## config.mk

```make
export PLATFORM = sky130hd
export DESIGN_NAME = axi3_rd_responder
export DESIGN_NICKNAME = d
export VERILOG_FILES = /design/src/rtl/axi3_rd_responder_pkg.sv /design/src/rtl/axi3_rd_responder_skid.sv /design/src/rtl/axi3_rd_responder.sv
export SDC_FILE = /design/constraint.sdc
export NUM_CORES = 1
export LEC_CHECK = 0
export BUFFER_PORTS_ARGS = -buffer_cell sky130_fd_sc_hd__buf_4
export CAP_MARGIN = 25
export CORE_ASPECT_RATIO = 1.5
export CORE_MARGIN = 2
export CORE_UTILIZATION = 62
export CTS_CLUSTER_SIZE = 8
export DETAILED_ROUTE_END_ITERATION = 7
export PLACE_DENSITY = 0.84
export SLEW_MARGIN = 10
export SYNTH_ARGS = -nofsm -noshare
export SYNTH_HDL_FRONTEND = slang
export SYNTH_SLANG_ARGS = --single-unit
```

## constraint.sdc

```tcl
create_clock -name clk -period 9.7 [get_ports clk]
set_clock_uncertainty 0.2 [all_clocks]
set_input_delay 0.485 -clock clk [delete_from_list [all_inputs] [get_ports clk]]
set_output_delay 0.485 -clock clk [all_outputs]
set_load 0.02 [all_outputs]
```

## src/rtl/axi3_rd_responder_pkg.sv

```systemverilog
// Shared types, AXI3 encodings and address-step helpers for the AXI3 read responder.
package axi3_rd_responder_pkg;

    typedef enum logic {
        RSP_IDLE,
        RSP_BURST
    } rsp_state_t;

    localparam logic [1:0] BURST_FIXED = 2'b00;
    localparam logic [1:0] BURST_INCR  = 2'b01;
    localparam logic [1:0] BURST_WRAP  = 2'b10;
    localparam logic [1:0] BURST_RSVD  = 2'b11;

    localparam logic [1:0] RESP_OKAY   = 2'b00;
    localparam logic [1:0] RESP_SLVERR = 2'b10;

    // Latched AR request (the ID is carried separately because its width is a parameter).
    typedef struct packed {
        logic [31:0] addr;
        logic [3:0]  len;
        logic [2:0]  size;
        logic [1:0]  burst;
    } ar_req_t;

    // Per-beat sideband travelling next to the data word through the skid buffer.
    typedef struct packed {
        logic [1:0] resp;
        logic       last;
    } r_tag_t;

    function automatic logic wrap_len_ok(input logic [3:0] len);
        return (len == 4'd1) || (len == 4'd3) || (len == 4'd7) || (len == 4'd15);
    endfunction

    // Address of the beat following req.addr within the burst described by req.
    function automatic logic [31:0] next_beat_addr(input ar_req_t req);
        logic [31:0] step;
        logic [31:0] mask;
        step = 32'd1 << req.size;
        mask = ((32'(req.len) + 32'd1) << req.size) - 32'd1;
        case (req.burst)
            BURST_FIXED: return req.addr;
            BURST_WRAP:  return (req.addr & ~mask) | ((req.addr + step) & mask);
            default:     return req.addr + step;
        endcase
    endfunction

endpackage

```

## src/rtl/axi3_rd_responder_skid.sv

```systemverilog
// Two-entry fall-through skid buffer: an arriving beat is visible the same cycle and is
// parked only if the consumer does not take it, so outputs stay stable while stalled.
module axi_skid_fifo #(
    parameter int WIDTH = 8
) (
    input  logic             clk,
    input  logic             rst,
    input  logic             in_valid,
    input  logic [WIDTH-1:0] in_data,
    output logic             out_valid,
    output logic [WIDTH-1:0] out_data,
    input  logic             out_ready,
    output logic             pop,
    output logic [1:0]       count
);

    logic [WIDTH-1:0] mem_q [2];
    logic             wr_ptr_q, wr_ptr_d;
    logic             rd_ptr_q, rd_ptr_d;
    logic [1:0]       count_q, count_d;
    logic             stored;
    logic             store;
    logic             pop_stored;

    always_comb begin
        stored     = (count_q != 2'd0);
        out_valid  = stored | in_valid;
        out_data   = stored ? mem_q[rd_ptr_q] : in_data;
        pop        = out_valid & out_ready;
        // A beat bypasses storage only when the buffer is empty and the consumer takes it now.
        store      = in_valid & ~(~stored & out_ready);
        pop_stored = pop & stored;
        wr_ptr_d   = wr_ptr_q ^ store;
        rd_ptr_d   = rd_ptr_q ^ pop_stored;
        count_d    = count_q + {1'b0, store} - {1'b0, pop_stored};
    end

    assign count = count_q;

    // NOTE: sequential state uses non-blocking assignments so every flop samples pre-edge values.
    always_ff @(posedge clk or posedge rst) begin
        if (rst) begin
            wr_ptr_q <= 1'b0;
            rd_ptr_q <= 1'b0;
            count_q  <= 2'd0;
        end else begin
            wr_ptr_q <= wr_ptr_d;
            rd_ptr_q <= rd_ptr_d;
            count_q  <= count_d;
        end
    end

    // NOTE: storage entries carry no reset; count_q alone decides whether they hold anything.
    always_ff @(posedge clk) begin
        if (store) begin
            mem_q[wr_ptr_q] <= in_data;
        end
    end

endmodule

```

## src/rtl/axi3_rd_responder.sv

```systemverilog
// AXI3 read-channel slave returning bursts from a synchronous 1-cycle-latency word RAM,
// one beat per cycle while rready is held, with SLVERR beats for illegal or unmapped requests.
module axi3_rd_responder
    import axi3_rd_responder_pkg::*;
#(
    parameter int          DATA_WIDTH = 32,
    parameter logic [31:0] MEM_BASE   = 32'h1fc0_0000,
    parameter int          MEM_DEPTH  = 4096,
    parameter int          ID_WIDTH   = 4
) (
    input  logic                         clk,
    input  logic                         rst,
    input  logic [ID_WIDTH-1:0]          arid,
    input  logic [31:0]                  araddr,
    input  logic [3:0]                   arlen,
    input  logic [2:0]                   arsize,
    input  logic [1:0]                   arburst,
    input  logic                         arvalid,
    output logic                         arready,
    output logic [ID_WIDTH-1:0]          rid,
    output logic [DATA_WIDTH-1:0]        rdata,
    output logic [1:0]                   rresp,
    output logic                         rlast,
    output logic                         rvalid,
    input  logic                         rready,
    output logic                         ram_en,
    output logic [$clog2(MEM_DEPTH)-1:0] ram_addr,
    input  logic [DATA_WIDTH-1:0]        ram_rdata,
    output logic                         busy
);

    localparam int          BYTES_PER_WORD = DATA_WIDTH / 8;
    localparam int          SIZE_MAX       = $clog2(BYTES_PER_WORD);
    localparam int          RAM_AW         = $clog2(MEM_DEPTH);
    localparam logic [31:0] MEM_BYTES      = 32'(MEM_DEPTH * BYTES_PER_WORD);
    localparam int          PAYLOAD_W      = DATA_WIDTH + $bits(r_tag_t);

    rsp_state_t          state_q, state_d;
    logic [ID_WIDTH-1:0] id_q, id_d;
    ar_req_t             req_q, req_d;
    logic [4:0]          issue_cnt_q, issue_cnt_d;
    logic [4:0]          beat_cnt_q, beat_cnt_d;
    logic                inflight_q, inflight_d;
    logic                err_q, err_d;
    logic                last_q, last_d;
    logic                addr_err_q, addr_err_d;

    logic [31:0]           offset;
    logic                  burst_err;
    logic                  addr_oob;
    logic                  beat_err;
    logic [2:0]            pending;
    logic                  can_issue;
    logic                  fifo_pop;
    logic [1:0]            fifo_count;
    logic [DATA_WIDTH-1:0] in_word;
    r_tag_t                in_tag;
    r_tag_t                out_tag;
    logic [PAYLOAD_W-1:0]  fifo_in;
    logic [PAYLOAD_W-1:0]  fifo_out;

    always_comb begin
        offset    = req_q.addr - MEM_BASE;
        burst_err = (req_q.burst == BURST_RSVD) || (req_q.size > 3'(SIZE_MAX))
                 || ((req_q.burst == BURST_WRAP) && !wrap_len_ok(req_q.len));
        addr_oob  = (offset >= MEM_BYTES);
        // Once a burst has touched unmapped space, every remaining beat of it is an error.
        beat_err  = burst_err | addr_oob | addr_err_q;
        // Beats already committed to the R path, credited with the one leaving this cycle.
        pending   = {1'b0, fifo_count} + {2'b00, inflight_q};
        can_issue = (state_q == RSP_BURST)
                 && (issue_cnt_q <= {1'b0, req_q.len})
                 && (pending < (3'd2 + {2'b00, fifo_pop}));
    end

    assign ram_en   = can_issue & ~beat_err;
    assign ram_addr = offset[SIZE_MAX +: RAM_AW];
    assign arready  = (state_q == RSP_IDLE);
    assign busy     = (state_q != RSP_IDLE);
    assign rid      = id_q;

    // RAM-return tagging: the flags issued alongside a read apply to the word arriving a cycle later.
    always_comb begin
        in_word     = '0;
        in_tag      = '0;
        if (inflight_q) begin
            in_word     = err_q ? '0 : ram_rdata;
            in_tag.resp = err_q ? RESP_SLVERR : RESP_OKAY;
            in_tag.last = last_q;
        end
        fifo_in = {in_word, in_tag};
    end

    axi_skid_fifo #(
        .WIDTH(PAYLOAD_W)
    ) u_skid (
        .clk      (clk),
        .rst      (rst),
        .in_valid (inflight_q),
        .in_data  (fifo_in),
        .out_valid(rvalid),
        .out_data (fifo_out),
        .out_ready(rready),
        .pop      (fifo_pop),
        .count    (fifo_count)
    );

    assign {rdata, out_tag} = fifo_out;
    assign rresp            = out_tag.resp;
    assign rlast            = out_tag.last;

    // NOTE: every variable gets a default before the case so no path can infer a latch.
    always_comb begin
        state_d     = state_q;
        id_d        = id_q;
        req_d       = req_q;
        issue_cnt_d = issue_cnt_q;
        beat_cnt_d  = beat_cnt_q;
        addr_err_d  = addr_err_q;
        inflight_d  = can_issue;
        err_d       = beat_err;
        last_d      = (issue_cnt_q == {1'b0, req_q.len});

        case (state_q)
            RSP_IDLE: begin
                if (arvalid) begin
                    id_d        = arid;
                    req_d.addr  = araddr;
                    req_d.len   = arlen;
                    req_d.size  = arsize;
                    req_d.burst = arburst;
                    issue_cnt_d = 5'd0;
                    beat_cnt_d  = 5'd0;
                    addr_err_d  = 1'b0;
                    state_d     = RSP_BURST;
                end
            end
            RSP_BURST: begin
                if (can_issue) begin
                    issue_cnt_d = issue_cnt_q + 5'd1;
                    req_d.addr  = next_beat_addr(req_q);
                    addr_err_d  = addr_err_q | addr_oob;
                end
                if (fifo_pop) begin
                    beat_cnt_d = beat_cnt_q + 5'd1;
                    if (beat_cnt_q == {1'b0, req_q.len}) begin
                        state_d = RSP_IDLE;
                    end
                end
            end
            default: state_d = RSP_IDLE;
        endcase
    end

    always_ff @(posedge clk or posedge rst) begin
        if (rst) begin
            state_q     <= RSP_IDLE;
            id_q        <= '0;
            req_q       <= '0;
            issue_cnt_q <= 5'd0;
            beat_cnt_q  <= 5'd0;
            inflight_q  <= 1'b0;
            err_q       <= 1'b0;
            last_q      <= 1'b0;
            addr_err_q  <= 1'b0;
        end else begin
            state_q     <= state_d;
            id_q        <= id_d;
            req_q       <= req_d;
            issue_cnt_q <= issue_cnt_d;
            beat_cnt_q  <= beat_cnt_d;
            inflight_q  <= inflight_d;
            err_q       <= err_d;
            last_q      <= last_d;
            addr_err_q  <= addr_err_d;
        end
    end

endmodule

```

==> results of run 1 <==
-- cell type report --
type | instances | area, um2 | share of cell area [%]
multi-input combinational | 608 | 3940 | 41.2
timing repair buffer | 142 | 1090 | 11.4
inverter | 27 | 101 | 1.06
clock buffer | 17 | 425 | 4.45
sequential | 132 | 3640 | 38.1
clock inverter | 14 | 166 | 1.74
tap | 156 | 195 | 2.04
-- worst max-delay path, delay by kind of cell (launching register included) --
| family | cells | cell delay, ns |
|---|---|---|
| AO/OA/AOI/OAI | 4 | 1.39 |
| flip-flops | 1 | 0.96 |
| buffers and inverters | 2 | 0.74 |
| AND/OR/NAND/NOR | 2 | 0.65 |
-- report_power, final --
part	leakage [nW]	switching [mW]	internal, mW
registers	1.44	0.271	0.805
logic	2.30	1.18	0.784
clock network	0.282	0.266	0.385
-- worst paths after layout --
check | start | to
max | busy | register
min reg2reg | register | register
min in group asynchronous | rst | rid[3]
max reg2reg | busy | register
min | arburst[0] | req_q[0]
max in group asynchronous | rst | u_skid.rd_ptr_q
-- stage by stage --
stage	area, um2	setup slack [ns]	std cells	hold WS [ns]
finish	9560	5.64	1096	0.0449
global route	9560	5.35	1096	0.0526
CTS	9540	5.73	1094	0.0400
detailed placement	8950	5.75	1063	0.275
global placement	8920	5.85	1062	0.263
floorplan	7980	6.21	828	0.236
-- layer usage --
| metal | vias to the layer above | wire length [um] |
|---|---|---|
| met5 | - | 0 |
| met4 | 0 | 1520 |
| met3 | 121 | 1550 |
| met2 | 441 | 11000 |
| met1 | 3339 | 7620 |
| li1 | 3216 | - |
-- cells in the mapped netlist (6+ instances only) --
cell | instances | area, um2
nand2_1 | 116 | 435
o21ai_0 | 75 | 375
edfxtp_1 | 68 | 2040
dfrtp_1 | 64 | 1600
nor2_1 | 43 | 161
mux2i_1 | 37 | 370
and2_1 | 36 | 225
a21oi_1 | 32 | 160
clkbuf_1 | 31 | 116
inv_1 | 27 | 101
ha_1 | 24 | 300
nand3_1 | 21 | 105
buf_4 | 18 | 135
xnor2_1 | 15 | 131
a32oi_1 | 13 | 114
xor2_1 | 13 | 114
nor3_1 | 12 | 60.1
nor2b_1 | 11 | 68.8
a21o_1 | 10 | 75.1
o211ai_1 | 10 | 75.1
and3_1 | 9 | 56.3
nand2b_1 | 9 | 56.3
nand4_1 | 9 | 56.3
a31oi_1 | 7 | 43.8
buf_2 | 6 | 30.0
o21ai_1 | 6 | 30.0
or3_1 | 6 | 37.5
-- cell families after synthesis --
group                      count (synthesis)  share of synthesized area (%)
xor gates and xnor gates                  30                           3.48
buffers and inverters                     88                           5.27
adders and majority gates                 25                           4.01
other                                      1                         0.0470
AOI/OAI and AO/OA                        210                           17.4
DFF                                      132                           45.6
and+or+nand+nor                          301                           19.0
muxes                                     41                           5.20
==> run metrics, run 1 <==
status=complete, no violations; endpoints failing hold=0; Synth Flop Type=edfxtp_1; Synth warnings=0; drt pass-1 iters=6; crit path kind=reg2reg; TritonCTS buffer count=17; port bufs=134; final core area utilization=about three quarters; Top Usage Layer GRT=met2; initial antenna violation count=0; worst-path maximum fanout=27; library cells used by synthesis=between 80 and 90; Global Route Usage Sum=between 30% and 40%; Post-CTS Setup Repair Bufs=0; worst path required time=roughly 9.8 ns; WL per Instance=around 20 um; most frequent cells in the layout=buf_4 (139), nand2_1 (116), o21ai_0 (75); most common cell after layout, fill and taps aside=buf_4; CP Cell Sequence=inv_1, nor2_1, and3_1, a21o_1, o21ai_0, clkbuf_2, a21o_1, a22o_1; area grow syn2layout=19.8%; Period Utilization, post-route=41.9%; later-pin clock latency in the skew report=around 0.42 ns; row count=50; f_max=about 250 MHz; clk root buf=clkbuf_16; FF-to-FF setup slack=5.64 ns; Power Density=386 nW/um2; Critical Path Max Stage Delay=0.96 ns; CP arrival=about 4.2 ns; H-tree depth=4; vias in the first global route=7088; number of cells produced by synthesis=828; sequential area share after synthesis=a little under half; # hold bufs at CTS=0; CP max-delay cell=dfrtp_1; Pins Over Slew Limit=0; Antenna diodes=0; Pwr Total=3.69 mW; Slew Limit Headroom=about a third; post-route ant nets=0; count of flip-flops with a built-in enable after synthesis=68; via/cell ratio=6.49; total number of vias=around 7100; GRT overflow=0; post-CTS sizing=0; die extent in y=143 um; async set-or-reset flop fraction in the synthesized netlist=48.5%; RSZ-0062 raised after global routing=false; most used cell, CP=a21o_1; met1 GRT Util=35.0%; Worst Hold Class=in2reg; met2 Use GR=54.8%; pin count of the biggest net entering global routing=65; TritonCTS clock tree=built; worst vdd ir=around 0.3 mV; HPWL after detailed placement=between 15000 and 20000 um; Initial Util=between 60% and 70%; first-pass GRT wire length=approximately 35000 um; Initial DRC Count=roughly 600; Hold Path Depth=3; total wire length=21700 um; final setup fails=0; Max-Cap Viols=0; total die area=~14000 um2; P_leak=around 4.0 nW; # nets final=about 1000; Mapped Nets=a little over 900; Cell Area, Synth=7980 um2; clk slew on worst S/H paths=0.06 ns; Final GP Congestion=0.956; Period minus WS final=slightly above 4 ns; Core Box Area=12500 um2; FILL cells=822; Mean Syn Cell Area=between 9 and 10 um2; setup TNS=0 ns; met3 Use GR=approximately 7%; # clock sinks=roughly 130; chip width=96.6 um; layout cell share with drive strength beyond 1=21.8%; DRC=0; Worst R2R Path Depth=8; IO Pins=around 140; #FFs+latches synth=approximately 130; Worst-Margin Slew=roughly 1.0 ns; Worst setup SP type=register; critical path capture point type=register; Max Root-Sink Buffers=2
(Power assumes the default switching activity.)
==> run 2, diff against run 1 <==
--- a/config.mk
+++ b/config.mk
@@ -9,10 +9,10 @@
 export CAP_MARGIN = 25
 export CORE_ASPECT_RATIO = 1.5
 export CORE_MARGIN = 2
-export CORE_UTILIZATION = 62
+export CORE_UTILIZATION = 52
 export CTS_CLUSTER_SIZE = 8
 export DETAILED_ROUTE_END_ITERATION = 7
-export PLACE_DENSITY = 0.84
+export PLACE_DENSITY = 0.75
 export SLEW_MARGIN = 10
 export SYNTH_ARGS = -nofsm -noshare
 export SYNTH_HDL_FRONTEND = slang
==> constraint.sdc (replaced) <==
create_clock -name clk -period 3.6 [get_ports clk]
set_clock_uncertainty 0.2 [all_clocks]
set_input_delay 0.18 -clock clk [delete_from_list [all_inputs] [get_ports clk]]
set_output_delay 0.18 -clock clk [all_outputs]
set_load 0.02 [all_outputs]
==> run 2 against run 1 <==
- via count increased by 0.58%
- wire length increased by 1.3%
- highest routed layer unchanged
- fmax increased by 21%
- die area increased by 19%
- worst hold slack got worse by 0.030 ns
- largest cell class unchanged
- count of clock-buffer cells in the layout unchanged
- final cell count increased by 13%
- register-to-register slack got worse by 5.4 ns
- global-route usage decreased by 4.6 points
- power increased to 2.8 times the previous value
- clock power increased to 2.5 times the previous value
==> run metrics, run 2 (synthesis results as in run 1) <==
# clock sinks=132 (unchanged); pin count of the biggest net entering global routing=70 (was 65); Period Utilization, post-route=93.6% (was 41.9%); first-pass GRT wire length=35100 um (was 34700 um); Pins Over Slew Limit=0 (unchanged); later-pin clock latency in the skew report=0.42 ns (about the same); total number of vias=7158 (was 7117); Pwr Total=10.2 mW (was 3.69 mW); Final GP Congestion=0.958 (was 0.956); clk slew on worst S/H paths=0.07 ns (was 0.06 ns); drt pass-1 iters=5 (was 6); setup TNS=0 ns (unchanged); switching power=4.68 mW (was 1.72 mW); Global Route Usage Sum=27.2% (was 31.8%); IO Pins=136 (unchanged); vias in the first global route=7137 (was 7088); most common cell after layout, fill and taps aside=buf_4 (unchanged); pre-CTS setup slack=0.217 ns (was 5.75 ns); endpoints failing hold=0 (unchanged); critical path capture point type=register (unchanged); Comb pwr share=56.1% (was 53.2%); Slew Limit Headroom=30.7% (was 32.3%); chip width=105 um (was 96.6 um); Max Root-Sink Buffers=2 (unchanged); Core Box Area=15100 um2 (was 12500 um2); TritonCTS buffer count=17 (unchanged); crit path kind=reg2reg (unchanged); Max-Cap Viols=0 (unchanged); Period minus WS final=3.37 ns (was 4.06 ns); WHS=0.0153 ns (was 0.0449 ns); GRT overflow=0 (unchanged); final setup fails=0 (unchanged); worst vdd ir=0.613 mV (was 0.298 mV); DRC=0 (unchanged); via/cell ratio=5.78 (was 6.49); worst path required time=3.68 ns (was 9.81 ns); area grow syn2layout=32.4% (was 19.8%); TritonCTS clock tree=built (unchanged); Placed Cells=1128 (was 1063); final core area utilization=70.1% (was 76.4%); Post-CTS Setup Repair Bufs=0 (unchanged); initial antenna violation count=0 (unchanged); Initial Util=53.0% (was 63.8%); status=complete, no violations (unchanged); post-route insts no fill=1239 (was 1096); Seq pwr share=27.6% (was 29.1%); Power Density=961 nW/um2 (was 386 nW/um2); Initial DRC Count=459 (was 601); Switching Share=46.1% (was 46.5%); f_max=297 MHz (was 246 MHz); RSZ-0062 raised after global routing=false (unchanged); Worst-Margin Slew=1.04 ns (was 1.02 ns); Clk pwr share=16.3% (was 17.7%); WL per Instance=17.7 um (was 19.8 um); H-tree depth=4 (unchanged); die extent in y=156 um (was 143 um); row count=55 (was 50); clk root buf=clkbuf_16 (unchanged); P_leak=4.45 nW (was 4.03 nW); post-route ant nets=0 (unchanged); Antenna diodes=0 (unchanged); final worst-path setup slack=0.230 ns (was 5.64 ns); Worst setup SP type=register (unchanged); # nets final=1133 (was 1034); HPWL after detailed placement=15100 um (was 15200 um); total wire length=22000 um (was 21700 um); most frequent cells in the layout=buf_4 (158), nand2_1 (116), dlygate4sd3_1 (79) (was buf_4 (139), nand2_1 (116), o21ai_0 (75)); port bufs=134 (unchanged); worst-path maximum fanout=21 (was 27); total die area=16400 um2 (was 13800 um2); CP arrival=3.45 ns (was 4.17 ns); Int Pwr=5.48 mW (was 1.97 mW); cell area after layout=10600 um2 (was 9560 um2); Worst Hold Class=in2reg (unchanged); DP Area=9200 um2 (was 8950 um2); layout cell share with drive strength beyond 1=22.2% (was 21.8%)
==> run 2: changes by cell type in the layout (fill, tap and decap cells not counted), moves of 2 or more <==
cell,change
bufinv_16,-2
inv_6,-2
buf_4,+19
buf_12,+4
inv_8,+3
dlygate4sd3_1,+79
==> run 2: per-layer routing <==
metal / vias up / share of wire, % / global-route usage [%]
li1: 3403 / - / -
met1: 3444 / 40 / 31.7
met2: 257 / 52 / 48.4
met3: 54 / 4.6 / 4.55
met4: 0 / 3.7 / 13.1
met5: - / 0 / 0
==> run 2: area by class of cell <==
type	instances	area (um2)
Clock buffer	17	425
Clock inverter	15	136
Fill cell	1142	4500
Inverter	27	101
Multi-Input combinational cell	608	3960
Sequential cell	132	3650
Tap cell	199	249
Timing Repair Buffer	241	2060
==> run 2: power by group through the flow <==
stage / Combinational [mW] / Sequential [mW] / Clock [mW]
floorplan: 4.01 / 2.52 / 0
global placement: 5.49 / 2.79 / 0
detailed placement: 5.54 / 2.80 / 0
CTS: 5.64 / 2.78 / 1.69
global route: 6.20 / 2.87 / 1.76
finish: 5.70 / 2.80 / 1.66
==> run 2: timing repair <==
action,in CTS,in global routing
hold endpoints to repair,135,0
hold buffers,79,0
endpoints found under the setup margin,0,5
gates resized for setup,0,5
==> run 2: critical path, stage by stage (launching register included) <==
cell	delay (ns)
dfrtp_1	0.49
buf_12	0.20
nand2_1	0.10
nor2_1	0.07
ha_1	0.37
a21o_1	0.15
a21oi_1	0.06
nand2_1	0.12
a32oi_1	0.27
or4b_2	0.78
o311ai_0	0.30
o21ai_0	0.13
==> run 2: final timing paths <==
kind	start	end	cells after the start	slack (ns)
min in group asynchronous	rst	asynchronous set/reset pin	3	0.22
setup / recovery	req_q[2]	register	11	0.23
hold / removal	rready	u_skid.rd_ptr_q	3	0.02
setup reg to reg	req_q[2]	register	11	0.23
max in group asynchronous	rst	issue_cnt_q[1]	4	2.20
hold reg to reg	rid[0]	rid[0]	2	0.30
